`src/rtl/vga_timing_gen_if.sv`:
```
// Purpose: VGA raster bus carrying pixel coordinates, sync, blanking and colour.
// Latency: none, this is a plain bundle of wires.
// Backpressure: none; the raster is free-running and consumers must keep pace.
interface vga_if;
    logic [10:0] vcount;
    logic        vsync;
    logic        vblnk;
    logic [10:0] hcount;
    logic        hsync;
    logic        hblnk;
    logic [11:0] rgb;

    // Producer side of the raster.
    modport master (output vcount, vsync, vblnk, hcount, hsync, hblnk, rgb);
    // Consumer side of the raster.
    modport slave  (input  vcount, vsync, vblnk, hcount, hsync, hblnk, rgb);
    // Producer view used by the timing generator's port.
    modport out    (output vcount, vsync, vblnk, hcount, hsync, hblnk, rgb);
endinterface

```
`src/rtl/vga_timing_gen.sv`:
```
// Purpose: free-running 800x600@60 VGA raster source with frame/line strobes.
// Latency: zero; out presents the live counter point, all fields aligned.
// Backpressure: none; advances one pixel every clock regardless of consumers.
module vga_timing_gen #(
    parameter int H_ACTIVE  = 800,
    parameter int H_FP      = 40,
    parameter int H_SYNC    = 128,
    parameter int H_BP      = 88,
    parameter int V_ACTIVE  = 600,
    parameter int V_FP      = 1,
    parameter int V_SYNC    = 4,
    parameter int V_BP      = 23,
    parameter int HSYNC_POL = 1,
    parameter int VSYNC_POL = 1
) (
    input  logic  clk,
    input  logic  rst_n,
    output logic  frame_start,
    output logic  line_start,
    vga_if.out    out
);

    localparam int H_TOTAL = H_ACTIVE + H_FP + H_SYNC + H_BP;
    localparam int V_TOTAL = V_ACTIVE + V_FP + V_SYNC + V_BP;

    // Counters are 11 bits wide, so totals beyond 2048 cannot be represented.
    if (H_TOTAL > 2048 || V_TOTAL > 2048) begin : g_bad_params
        $error("vga_timing_gen: H_TOTAL and V_TOTAL must be <= 2048");
    end

    // Decode thresholds carried at 12 bits so a 2048 total still fits.
    localparam logic [11:0] L_H_LAST   = 12'(H_TOTAL - 1);
    localparam logic [11:0] L_V_LAST   = 12'(V_TOTAL - 1);
    localparam logic [11:0] L_H_ACT    = 12'(H_ACTIVE);
    localparam logic [11:0] L_V_ACT    = 12'(V_ACTIVE);
    localparam logic [11:0] L_HS_BEG   = 12'(H_ACTIVE + H_FP);
    localparam logic [11:0] L_HS_END   = 12'(H_ACTIVE + H_FP + H_SYNC);
    localparam logic [11:0] L_VS_BEG   = 12'(V_ACTIVE + V_FP);
    localparam logic [11:0] L_VS_END   = 12'(V_ACTIVE + V_FP + V_SYNC);
    localparam logic        L_HS_ON    = (HSYNC_POL != 0);
    localparam logic        L_VS_ON    = (VSYNC_POL != 0);

    logic [10:0] r_h;
    logic [10:0] r_v;
    logic        r_hblnk;
    logic        r_vblnk;
    logic        r_hsync;
    logic        r_vsync;
    logic        r_frame_start;
    logic        r_line_start;

    logic        w_h_last;
    logic        w_v_last;
    logic [10:0] w_h_nxt;
    logic [10:0] w_v_nxt;
    logic [11:0] w_h_nxt_x;
    logic [11:0] w_v_nxt_x;
    logic        w_hs_act;
    logic        w_vs_act;

    assign w_h_last  = ({1'b0, r_h} == L_H_LAST);
    assign w_v_last  = ({1'b0, r_v} == L_V_LAST);
    assign w_h_nxt_x = {1'b0, w_h_nxt};
    assign w_v_nxt_x = {1'b0, w_v_nxt};
    assign w_hs_act  = (w_h_nxt_x >= L_HS_BEG) && (w_h_nxt_x < L_HS_END);
    assign w_vs_act  = (w_v_nxt_x >= L_VS_BEG) && (w_v_nxt_x < L_VS_END);

    // Next raster point: h steps every cycle, v only steps when h wraps.
    always_comb begin
        w_h_nxt = r_h + 11'd1;
        w_v_nxt = r_v;
        if (w_h_last) begin
            w_h_nxt = '0;
            w_v_nxt = w_v_last ? 11'd0 : r_v + 11'd1;
        end
    end

    // Register the counters and every decode of the next point together so
    // all outputs describe the same (h,v); reset presents the (0,0) decode.
    always_ff @(posedge clk or negedge rst_n) begin
        if (!rst_n) begin
            r_h           <= '0;
            r_v           <= '0;
            r_hblnk       <= 1'b0;
            r_vblnk       <= 1'b0;
            r_hsync       <= ~L_HS_ON;
            r_vsync       <= ~L_VS_ON;
            r_frame_start <= 1'b1;
            r_line_start  <= 1'b1;
        end else begin
            r_h           <= w_h_nxt;
            r_v           <= w_v_nxt;
            r_hblnk       <= (w_h_nxt_x >= L_H_ACT);
            r_vblnk       <= (w_v_nxt_x >= L_V_ACT);
            r_hsync       <= w_hs_act ? L_HS_ON : ~L_HS_ON;
            r_vsync       <= w_vs_act ? L_VS_ON : ~L_VS_ON;
            r_frame_start <= (w_h_nxt == 11'd0) && (w_v_nxt == 11'd0);
            r_line_start  <= (w_h_nxt == 11'd0);
        end
    end

    assign out.hcount  = r_h;
    assign out.vcount  = r_v;
    assign out.hblnk   = r_hblnk;
    assign out.vblnk   = r_vblnk;
    assign out.hsync   = r_hsync;
    assign out.vsync   = r_vsync;
    assign out.rgb     = 12'h000;
    assign frame_start = r_frame_start;
    assign line_start  = r_line_start;

endmodule
```
`src/flat_wrapper.sv`:
```
// flat-port wrapper written by rule: the top's interface ports become plain ports
module vga_timing_gen_flat 
#(
    parameter int H_ACTIVE  = 800,
    parameter int H_FP      = 40,
    parameter int H_SYNC    = 128,
    parameter int H_BP      = 88,
    parameter int V_ACTIVE  = 600,
    parameter int V_FP      = 1,
    parameter int V_SYNC    = 4,
    parameter int V_BP      = 23,
    parameter int HSYNC_POL = 1,
    parameter int VSYNC_POL = 1
)
  (clk, rst_n, frame_start, line_start, out_vcount, out_vsync, out_vblnk, out_hcount, out_hsync, out_hblnk, out_rgb);
  vga_if out_i ();
  input  logic clk;
  input  logic rst_n;
  output logic frame_start;
  output logic line_start;
  output wire logic [$bits(out_i.vcount)-1:0] out_vcount;
  output wire logic [$bits(out_i.vsync)-1:0] out_vsync;
  output wire logic [$bits(out_i.vblnk)-1:0] out_vblnk;
  output wire logic [$bits(out_i.hcount)-1:0] out_hcount;
  output wire logic [$bits(out_i.hsync)-1:0] out_hsync;
  output wire logic [$bits(out_i.hblnk)-1:0] out_hblnk;
  output wire logic [$bits(out_i.rgb)-1:0] out_rgb;
  assign out_vcount = out_i.vcount;
  assign out_vsync = out_i.vsync;
  assign out_vblnk = out_i.vblnk;
  assign out_hcount = out_i.hcount;
  assign out_hsync = out_i.hsync;
  assign out_hblnk = out_i.hblnk;
  assign out_rgb = out_i.rgb;
  vga_timing_gen #(.H_ACTIVE(H_ACTIVE), .H_FP(H_FP), .H_SYNC(H_SYNC), .H_BP(H_BP), .V_ACTIVE(V_ACTIVE), .V_FP(V_FP), .V_SYNC(V_SYNC), .V_BP(V_BP), .HSYNC_POL(HSYNC_POL), .VSYNC_POL(VSYNC_POL)) u_core (.clk(clk), .rst_n(rst_n), .frame_start(frame_start), .line_start(line_start), .out(out_i));
endmodule
```
`config.mk`:
```
export PLATFORM = sky130hd
export DESIGN_NAME = vga_timing_gen_flat
export DESIGN_NICKNAME = d
export VERILOG_FILES = /design/src/rtl/vga_timing_gen_if.sv /design/src/rtl/vga_timing_gen.sv /design/src/flat_wrapper.sv
export SDC_FILE = /design/constraint.sdc
export NUM_CORES = 1
export LEC_CHECK = 0
export BUFFER_PORTS_ARGS = -buffer_cell sky130_fd_sc_hd__buf_2
export CORE_MARGIN = 2
export CORE_UTILIZATION = 25
export DETAILED_ROUTE_END_ITERATION = 8
export PLACE_DENSITY_LB_ADDON = 0.3
export SKIP_CTS_REPAIR_TIMING = 1
export SLEW_MARGIN = 20
export SYNTH_ARGS = -nofsm -noshare
export SYNTH_HDL_FRONTEND = slang
export SYNTH_SLANG_ARGS = --single-unit
```
`constraint.sdc`:
```
create_clock -name clk -period 6.7 [get_ports clk]
set_input_delay 1.34 -clock clk [delete_from_list [all_inputs] [get_ports clk]]
set_output_delay 1.34 -clock clk [all_outputs]
set_load 0.02 [all_outputs]
```
## Word-level counts from Yosys, hierarchy flattened

Cells that the tools add are included.

- Register bits: 28
- Latch bits: 0
- Bits in writable memories: 0
- ROM bits: 0
- Memories: 0

- Add/sub/neg operators: 2
- $mul: 0
- Divide/modulo/power cells: 0
- Order comparisons: 6
- Eq/ne operators: 2
- Shift operators: 0
- Muxes and demuxes: 5
- Bitwise logic cells: 0
- Reduce and logical (&&, ||, !) cells: 5

Operator list:

| operator | count |
|---|---|
| $ge A11 B10 Y1 const B | 4 |
| $mux W11 | 3 |
| $add A11 B1 Y11 const B | 2 |
| $logic_not A11 Y1 | 2 |
| $lt A11 B10 Y1 const B | 2 |
| $eq A11 B10 Y1 const B | 1 |
| $eq A11 B11 Y1 const B | 1 |
| $logic_and A1 B1 Y1 | 3 |
| $mux W1 | 2 |

## Logic depth before layout (Yosys ltp)

Gate-level depths: netlist (run 1).

- Word-level depth: 6
- Gate-level depth with buffers: 9
- Gate-level depth less buffers: 7

## Worst setup path after synthesis (run 1)

No wires, ideal clock.

- Path type: register -> register
- Start point: register u_core.r_h[7] (netlist: u_core.out.hcount[7])
- End point: register u_core.r_vblnk (netlist: u_core.out.vblnk)
- Arrival: 2240 ps
- Required time: 6574 ps
- Slack: 4334 ps
- Stages on the path, launching flop included: 9
- Path buffers: 2
- Period minus slack after synthesis: 2366 ps
- Cells stage by stage: dfrtp_1 buf_6 or4_4 nor3_4 buf_4 nand4_1 xor2_1 nand3_1 o32a_1

- Word-level cells in the longest chain between the ends: 3

RTL lines:

| what | RTL line | text |
|---|---|---|
| start: declaration | vga_timing_gen.sv:43 | `logic [10:0] r_h;` |
| start signal: assignment | vga_timing_gen.sv:91 | `r_h <= w_h_nxt;` |
| $eq A11 B11 Y1 | vga_timing_gen.sv:61 | `assign w_h_last = ({1'b0, r_h} == L_H_LAST);` |
| $mux W11 | vga_timing_gen.sv:72 | `if (w_h_last) begin` |
| $ge A11 B10 Y1 | vga_timing_gen.sv:94 | `r_vblnk <= (w_v_nxt_x >= L_V_ACT);` |
| end signal: assignment | vga_timing_gen.sv:94 |  |
| end: declaration | vga_timing_gen.sv:46 | `logic r_vblnk;` |

Every way passes these cells.

## Worst setup path after layout (run 1)

- Start point: register u_core.r_h[5] (netlist: u_core.out.hcount[5])
- End point: register u_core.r_vblnk (netlist: u_core.out.vblnk)

The elaborated chain is that of the path after synthesis.

==> run_results.csv, run 1 <==
group,metric,value,unit
pwr,powerDensity,137.2,nW/um^2
placed_design,place_hpwl,3.204,mm
timing,rsz0062_at_grt,"no",
layout,fillers,844,
route,totalWireLength,4.426,mm
critical_path,criticalPathCategory,"reg2reg",
timing,finalSetupViolations,0,
timing,whs,525.6,ps
logic_synthesis,synth_seq_cells,28,
timing,tns,0,ps
timing,finalClockSkew,3.073,ps
clock_network,cts_root_buffer,"clkbuf_8",
logic_synthesis,async_flop_share,1.000,
timing,finalCritPeriodShare,0.4411,
timing,hold_viol,0,
status,outcome,"finished clean",
route,drtPass1Iterations,4,
logic_synthesis,yosysUniqueCellTypes,59,
logic_synthesis,syn_area_per_cell,9.197,sq um
critical_path,cp_slowest_cell,"nor3_4",
critical_path,arrival,3130,ps
critical_path,critical_path.endpoint_type,"flop",
timing,slew_headroom,0.4477,
die,start_util,0.2551,
timing,tightest_slew,825.8,ps
clock_network,clk_latency,280,ps
pwr,p_leak,0.9999,nW
logic_synthesis,synth_edf_count,0,
global_routing,grt_overflow_total,0,
placed_design,port_buffers,29,
critical_path,cp_max_fo,21,
global_routing,grt_max_degree,29,
global_routing,antenna_found_initial,0,
layout,final_util,0.2763,
die,coreArea,7607,sq um
pwr,ir_drop,0.07466,mV
clock_network,h-tree-depth,1,
clock_network,cts_made_buffers,3,
job,maxCapViolCount,0,
clock_network,cts_buffer_depth,2,
global_routing,track_usage,0.1075,
layout,num_antenna_cells,0,
logic_synthesis,synth_flop_cell,"dfrtp_1",
placed_design,gp_congestion,0.8254,
die,die_y,92.11,microns
clock_network,cts_tree,"yes",
critical_path,worst_path_largest_cell_delay,650,ps
timing,drv_slew,0,
min_path,worstHoldPathType,"reg2reg",
critical_path,required,6870,ps
layout,layout_common_cells,"29 x buf_2, 26 x dfrtp_1, 23 x nand2_1, 15 x nor2_1, 12 x conb_1",
layout,final_net_count,232,
logic_synthesis,netlist_instances,211,
critical_path,start_kind,"flop",
clock_network,cts.clk_slew.worst_paths,100,ps
logic_synthesis,synth_area,1941,sq um
layout,drive_gt1_frac,0.2203,
logic_synthesis,synth_warnings,0,
clock_network,cts_sinks,28,
layout,area_growth,8.317,%
route,drtIter0Drc,45,
logic_synthesis,ys_seq_area_frac,0.3623,
route,drc,0,
global_routing,grt_pass1_wl,7.314,mm
die,rows,32,
pwr,total_power,0.2885,mW
die,dieWidth,92.11,microns
route,wire_per_inst,13.45,microns
route,ant_nets,0,
global_routing,grt_pass1_vias,1438,
critical_path,crit_chain,"or4_4 -> nor3_4 -> nand4_1 -> xor2_1 -> nand3_1 -> o32a_1",
route,routed_via_density,4.763,
route,routed-via-count,1567,
layout,mostFrequentLayoutCell,"buf_2",
timing,min_period,2955,ps
die,io_pins,42,
die,dieArea,8483,sq um
timing,clock.fmax,338.4,MHz
registers in the layout (all words and copies together) (netlist names):
name and count:
u_core.frame_start 1, u_core.out.vcount 11, u_core.out.hcount 11, u_core.out.vsync 1, u_core.out.vblnk 1, u_core.line_start 1
u_core.out.hsync 1, u_core.out.hblnk 1
layer usage:
| metal | GRT usage | part of all wire |
|---|---|---|
| met5 | 0 | 0 |
| met4 | 0.01741 | 0.0032 |
| met3 | 0.02629 | 0.044 |
| met2 | 0.1728 | 0.47 |
| met1 | 0.1490 | 0.49 |
power breakdown:
group / leakage, nW / total [mW] / internal, mW / switching (mW)
Clock: 0.0288 / 0.110 / 0.0528 / 0.0574
Combinational: 0.602 / 0.00943 / 0.000209 / 0.00922
Sequential: 0.370 / 0.169 / 0.169 / 0
Total: 1.00 / 0.288 / 0.222 / 0.0666
worst max-delay path: cells and delay by family, from the launching register on:
family,cells,cell delay [ps]
xor gates and xnor gates,1,290
and+or+nand+nor,4,1640
DFF,1,560
AOI/OAI and AO/OA,1,360
cells in the mapped netlist, types with 2 or more instances:
cell | number | share of area
nor4_1 | 2 | 0.0064
buf_6 | 5 | 0.029
nor3_1 | 5 | 0.013
buf_2 | 2 | 0.0052
and4_1 | 2 | 0.0090
inv_1 | 8 | 0.015
o21ai_0 | 5 | 0.013
o32a_1 | 2 | 0.010
nand4_1 | 6 | 0.019
and3_1 | 6 | 0.019
o211ai_1 | 2 | 0.0077
nor3b_1 | 2 | 0.0077
a21o_1 | 3 | 0.012
ha_1 | 2 | 0.013
dfrtp_1 | 26 | 0.34
nor2_1 | 15 | 0.029
a21oi_1 | 5 | 0.013
dfstp_2 | 2 | 0.027
nor4_2 | 2 | 0.013
xnor2_1 | 8 | 0.036
a211oi_1 | 4 | 0.015
nand3_1 | 11 | 0.028
and3_2 | 2 | 0.0077
clkbuf_1 | 2 | 0.0039
nand2_1 | 23 | 0.044
clkbuf_2 | 2 | 0.0052
a31oi_1 | 3 | 0.0097
buf_4 | 16 | 0.062
xor2_1 | 7 | 0.032
a21oi_2 | 2 | 0.0090
path summary, 6_finish.rpt:
kind	endpoint	cells past startpoint	startpoint	slack [ps]
max	u_core.out.vblnk	6	u_core.out.hcount[5]	3740
min	u_core.out.hcount[0]	1	u_core.out.hcount[0]	530
max reg2reg	u_core.out.vblnk	6	u_core.out.hcount[5]	3740
min reg2reg	u_core.out.hcount[0]	1	u_core.out.hcount[0]	530
max in group asynchronous	u_core.out.hcount[3]	1	rst_n	5210
min in group asynchronous	u_core.out.hcount[2]	1	rst_n	1080
cell families after synthesis:
group / after synthesis / synth area share
simple gates: 90 / 0.2785
compound gates: 39 / 0.1541
buf+inv: 36 / 0.1225
flops: 28 / 0.3623
xor+xnor: 15 / 0.06770
fa+ha+maj: 2 / 0.01289
other cells: 1 / 0.001932
metrics by stage:
stage,worst slack [ps],cell area [sq um],instances
2_1_floorplan,4334,1982,222
3_3_place_gp,3914,2047,325
3_5_place_dp,3774,2047,325
4_1_cts,3744,2102,329
5_1_grt,3573,2102,329
6_report,3745,2102,329
layout make-up:
| cell class | count | area, sq um | area share |
|---|---|---|---|
| Clock buffer | 4 | 55.05 | 0.02619 |
| Inverter | 8 | 30.03 | 0.01429 |
| Multi-Input combinational cell | 158 | 1041 | 0.4952 |
| Sequential cell | 28 | 703.2 | 0.3345 |
| Tap cell | 102 | 127.6 | 0.06071 |
| Timing Repair Buffer | 29 | 145.1 | 0.06905 |
(Power assumes the default switching activity.)
==> inputs of run 2 (changes only) <==
==> constraint.sdc (replaced) <==
create_clock -name clk -period 2.8 [get_ports clk]
set_input_delay 0.56 -clock clk [delete_from_list [all_inputs] [get_ports clk]]
set_output_delay 0.56 -clock clk [all_outputs]
set_load 0.02 [all_outputs]
==> run 2 against run 1 <==
First-iteration DRC count grew 49%. Die area is the same. Non-clock buffer count increased by 7. Worst hold slack got worse by 230 ps. Via count up 2.1%. Sequential share of layout area fell by 0.66 points. Clock power increased by 110%. Cell count increased by 2.1%.
==> run_results.csv, run 2 (synthesized netlist as in run 1, its figures left out) <==
group,metric,value,unit
status,outcome,"finished clean",
placed_design,dpl_cell_area,2100,sq um
die,die_y,92.11,microns
clock_network,cts_buffer_depth,2,
route,wire_per_inst,13.87,microns
global_routing,track_usage,0.1115,
route,drtIter0Drc,67,
timing,rsz0062_at_grt,"no",
critical_path,critical_path.endpoint_type,"flop",
layout,area_growth,10.51,%
pwr,p_leak,1.031,nW
min_path,worstHoldPathType,"in2async",
critical_path,cp_max_fo,12,
route,totalWireLength,4.661,mm
route,drtPass1Iterations,4,
timing,tns,0,ps
pwr,powerDensity,305.0,nW/um^2
layout,mostFrequentLayoutCell,"buf_2",
placed_design,port_buffers,29,
global_routing,grt_pass1_vias,1458,
global_routing,grt_overflow_total,0,
clock_network,cts.clk_slew.worst_paths,100,ps
timing,whs,292.3,ps
placed_design,gp_congestion,0.8613,
job,maxCapViolCount,0,
clock_network,cts_made_buffers,3,
layout,final_net_count,239,
route,ant_nets,0,
clock_network,cts_sinks,28,
timing,finalClockSkew,5.790,ps
route,drc,0,
timing,drv_slew,0,
critical_path,r2r_slack,210,ps
global_routing,antenna_found_initial,0,
critical_path,arrival,2750,ps
timing,tightest_slew,632.5,ps
clock_network,h-tree-depth,1,
critical_path,reg2reg_depth,6,
clock_network,cts_tree,"yes",
die,dieWidth,92.11,microns
layout,layout_common_cells,"29 x buf_2, 26 x dfrtp_1, 23 x nand2_1, 15 x nor2_1, 12 x conb_1",
timing,clock.fmax,386.6,MHz
die,coreArea,7607,sq um
global_routing,grt_pass1_wl,7.562,mm
timing,hold_viol,0,
timing,min_period,2587,ps
die,dieArea,8483,sq um
timing,finalCritPeriodShare,0.9238,
critical_path,r2r_end,"u_core.out.vblnk",
clock_network,cts_root_buffer,"clkbuf_8",
timing,finalSetupViolations,0,
pwr,ir_drop,0.1480,mV
die,rows,32,
layout,drive_gt1_frac,0.2393,
timing,slew_headroom,0.5783,
route,routed_via_density,4.762,
die,start_util,0.2551,
clock_network,clk_latency,270,ps
global_routing,grt_max_degree,29,
die,io_pins,42,
critical_path,criticalPathCategory,"reg2reg",
critical_path,start_kind,"flop",
critical_path,required,2960,ps
placed_design,place_hpwl,3.451,mm
critical_path,reg2reg_from,"u_core.out.hcount[7]",
layout,num_antenna_cells,0,
layout,fillers,824,
layout,finalInstanceArea,2145,sq um
route,routed-via-count,1600,
[run 2: changes by cell type in the layout (fill, tap and decap cells not counted), sizes merged]
| cell | previous run | this run |
|---|---|---|
| buf | 29 | 36 |
[run 2: metrics by stage]
stage               power, mW  utilization  cells  setup WS, ps
finish                 0.6541       0.2819    336         213.2
CTS                    0.6681       0.2819    336         222.8
global placement       0.4354       0.2760    332         300.4
floorplan              0.4390            -    222         434.3
global route           0.6820       0.2819    336         39.97
detailed placement     0.4353       0.2760    332         239.8
[run 2: area by class of cell]
type | instances | area [sq um] | area share
clock buffer | 4 | 45.04 | 0.02100
inverter | 8 | 30.03 | 0.01400
multi-input combinational | 158 | 1041 | 0.4854
sequential | 28 | 703.2 | 0.3279
tap | 102 | 127.6 | 0.05951
timing repair buffer | 36 | 197.7 | 0.09218
[run 2: per-layer routing]
layer	up-vias	track usage	routed length [microns]
li1	772	-	-
met1	766	0.1575	2231
met2	58	0.1710	2129
met3	4	0.02547	281
met4	0	0.03109	18
met5	-	0	0
[run 2: how the worst max path moves through the flow]
stage | start | end | slack [ps] | cells after the start
final | u_core.out.hcount[7] | u_core.out.vblnk | 210 | 6
after global routing | u_core.out.hcount[0] | u_core.out.vblnk | 40 | 7
after CTS | u_core.out.hcount[0] | u_core.out.vblnk | 220 | 7
after detailed placement | u_core.out.hcount[0] | u_core.out.vblnk | 240 | 7
after global placement | u_core.out.hcount[0] | u_core.out.vblnk | 300 | 7
after floorplan | u_core.out.hcount[7] | u_core.out.vblnk | 430 | 8
[run 2: power breakdown]
group | total (mW) | switching [mW] | leakage, nW | internal, mW
combinational | 0.0224 | 0.0219 | 0.639 | 0.000500
clock | 0.228 | 0.126 | 0.0228 | 0.102
sequential | 0.404 | 0 | 0.370 | 0.404
total | 0.654 | 0.147 | 1.03 | 0.507
[run 2: critical path: stages (launching register included)]
cell,delay (ps)
dfrtp_1,420
or4_4,550
nor3_4,510
nand3_1,160
xor2_1,280
nand3_1,180
o32a_1,360
==> inputs of run 3 (changes only) <==
--- a/config.mk
+++ b/config.mk
@@ -10,6 +10,7 @@
 export CORE_UTILIZATION = 25
 export DETAILED_ROUTE_END_ITERATION = 8
 export PLACE_DENSITY_LB_ADDON = 0.3
+export SETUP_SLACK_MARGIN = 0.15
 export SKIP_CTS_REPAIR_TIMING = 1
 export SLEW_MARGIN = 20
 export SYNTH_ARGS = -nofsm -noshare
==> constraint.sdc (replaced) <==
create_clock -name clk -period 2.07 [get_ports clk]
set_input_delay 0.414 -clock clk [delete_from_list [all_inputs] [get_ports clk]]
set_output_delay 0.414 -clock clk [all_outputs]
set_load 0.02 [all_outputs]
==> run 3 against run 2 <==
The flow now finishes with violations (negative setup slack). Sequential share of layout area shrank 5.6 points. Combinational power rose by 37%. Non-clock buffer count is 44 higher. Clock-buffer cell count unchanged. Setup slack worse by 470 ps. Clock skew rose by 3.9 ps. Flip-flop and latch count is the same. Maximum frequency rose by 11%. Sequential power up 35%. Core utilization rose by 6.2 points. Highest routed layer unchanged.
==> run_results.csv, run 3 (synthesized netlist as in run 1, its figures left out) <==
group,metric,value,unit
timing,hold_viol,0,
placed_design,gp_congestion,0.8247,
critical_path,required,2250,ps
layout,fillers,819,
critical_path,crit_top_cell,"a31oi_4",
critical_path,critical_path.endpoint_type,"flop",
layout,mostFrequentLayoutCell,"buf_4",
timing,tightest_slew,654.2,ps
layout,final_util,0.3439,
route,wire_per_inst,13.66,microns
layout,multiInputGateArea,1139,sq um
route,drtIter0Drc,56,
pwr,ir_drop,0.1738,mV
die,dieArea,8483,sq um
placed_design,dpl_cell_area,2409,sq um
pwr,comb_power_share,0.035,
clock_network,cts_root_buffer,"clkbuf_8",
critical_path,r2r_slack,-260,ps
status,violations,"negative setup slack",
timing,min_period,2330,ps
global_routing,grt_pass1_wl,8.217,mm
pwr,p_leak,1.269,nW
layout,drive_gt1_frac,0.4388,
die,dieWidth,92.11,microns
critical_path,arrival,2510,ps
die,io_pins,42,
layout,final_net_count,283,
min_path,worstHoldPathType,"in2async",
placed_design,place_hpwl,3.885,mm
layout,regArea,711.9,sq um
layout,finalInstanceArea,2616,sq um
critical_path,cp_max_fo,8,
clock_network,cts_tree,"yes",
route,routed-via-count,1781,
global_routing,antenna_found_initial,0,
critical_path,criticalPathCategory,"reg2reg",
clock_network,cts_made_buffers,3,
critical_path,crit_chain,"or4_4 -> nor3_4 -> buf_12 -> buf_8 -> a31oi_4 -> a31oi_4 -> o221ai_2 -> nor4_2",
pwr,clock_power_share,0.344,
die,rows,32,
layout,area_growth,34.82,%
pwr,internal-power,0.6853,mW
die,coreArea,7607,sq um
global_routing,grt_overflow_total,0,
critical_path,start_kind,"flop",
route,ant_nets,0,
route,routed_via_density,4.687,
clock_network,clk_latency,270,ps
route,totalWireLength,5.191,mm
timing,finalSetupViolations,6,
layout,num_antenna_cells,0,
timing,rsz0062_at_grt,"yes",
critical_path,reg2reg_depth,8,
critical_path,reg2reg_from,"u_core.out.hcount[7]",
clock_network,cts_sinks,28,
status,outcome,"finished, violations left",
global_routing,grt_pass1_vias,1695,
critical_path,worst_path_largest_cell_delay,560,ps
timing,clock.fmax,429.2,MHz
job,maxCapViolCount,0,
timing,whs,156.2,ps
pwr,power_switching,0.1950,mW
clock_network,cts_buffer_depth,2,
die,start_util,0.2551,
critical_path,cp_slowest_cell,"or4_4",
route,drtPass1Iterations,4,
critical_path,r2r_end,"u_core.out.vsync",
critical_path,cp_num_buf_inv,2,
pwr,switching_share,0.2215,
placed_design,port_buffers,29,
pwr,pwr-share-seq,0.621,
timing,layout_setup_ws,-260.1,ps
clock_network,cts.clk_slew.worst_paths,100,ps
die,die_y,92.11,microns
route,drc,0,
timing,slew_headroom,0.5639,
timing,drv_slew,0,
clock_network,h-tree-depth,1,
global_routing,track_usage,0.1203,
global_routing,grt_max_degree,29,
critical_path,cp_top_family,"simple AND/OR/NAND/NOR gates",
pwr,powerDensity,336.5,nW/um^2
layout,layout_common_cells,"46 x buf_4, 29 x buf_2, 22 x nand2_1, 19 x dfrtp_1, 14 x nor2_1",
timing,finalCritPeriodShare,1.126,
timing,finalClockSkew,9.679,ps
-- run 3: changes by cell type in the layout (fill, tap and decap cells not counted), sizes merged --
cell	change
buf	+44
-- run 3: worst max path at each step --
stage | start | cells after the start | end | slack, ps
global route | u_core.out.hcount[7] | 7 | u_core.frame_start | -380
detailed placement | u_core.out.hcount[5] | 7 | u_core.out.vblnk | -210
finish | u_core.out.hcount[7] | 8 | u_core.out.vsync | -260
CTS | u_core.out.hcount[5] | 7 | u_core.out.vblnk | -230
floorplan | u_core.out.hcount[7] | 8 | u_core.out.vblnk | -250
global placement | u_core.out.hcount[7] | 7 | u_core.out.vblnk | -110
-- run 3: final cells by class --
type	instances	share of cell area
Multi-Input combinational cell	158	0.4352
Sequential cell	28	0.2721
Timing Repair Buffer	80	0.2152
Tap cell	102	0.04878
Clock buffer	4	0.01722
Inverter	8	0.01148
-- run 3: layer usage --
| layer | vias to the layer above | track usage | part of all wire |
|---|---|---|---|
| li1 | 858 | - | - |
| met1 | 871 | 0.1535 | 0.45 |
| met2 | 48 | 0.2138 | 0.50 |
| met3 | 4 | 0.02547 | 0.041 |
| met4 | 0 | 0.01617 | 0.0056 |
| met5 | - | 0 | 0 |
-- run 3: metrics by stage --
stage	std cells	setup WS, ps	power [mW]	setup TNS, ps
2_1_floorplan	222	-254.9	0.5937	-509.1
3_3_place_gp	370	-110.6	0.5886	-255.5
3_5_place_dp	370	-206.9	0.5887	-418.8
4_1_cts	374	-229.7	0.9101	-513.5
5_1_grt	380	-379.9	0.9299	-1637
6_report	380	-260.1	0.8802	-880.4
-- run 3: power by group through the flow --
stage                     combinational, mW  clock (mW)  sequential (mW)
after floorplan                      0.0362           0            0.557
after global placement               0.0312           0            0.557
after detailed placement             0.0314           0            0.557
after CTS                            0.0314       0.332            0.547
after global routing                 0.0348       0.348            0.547
final                                0.0306       0.303            0.547
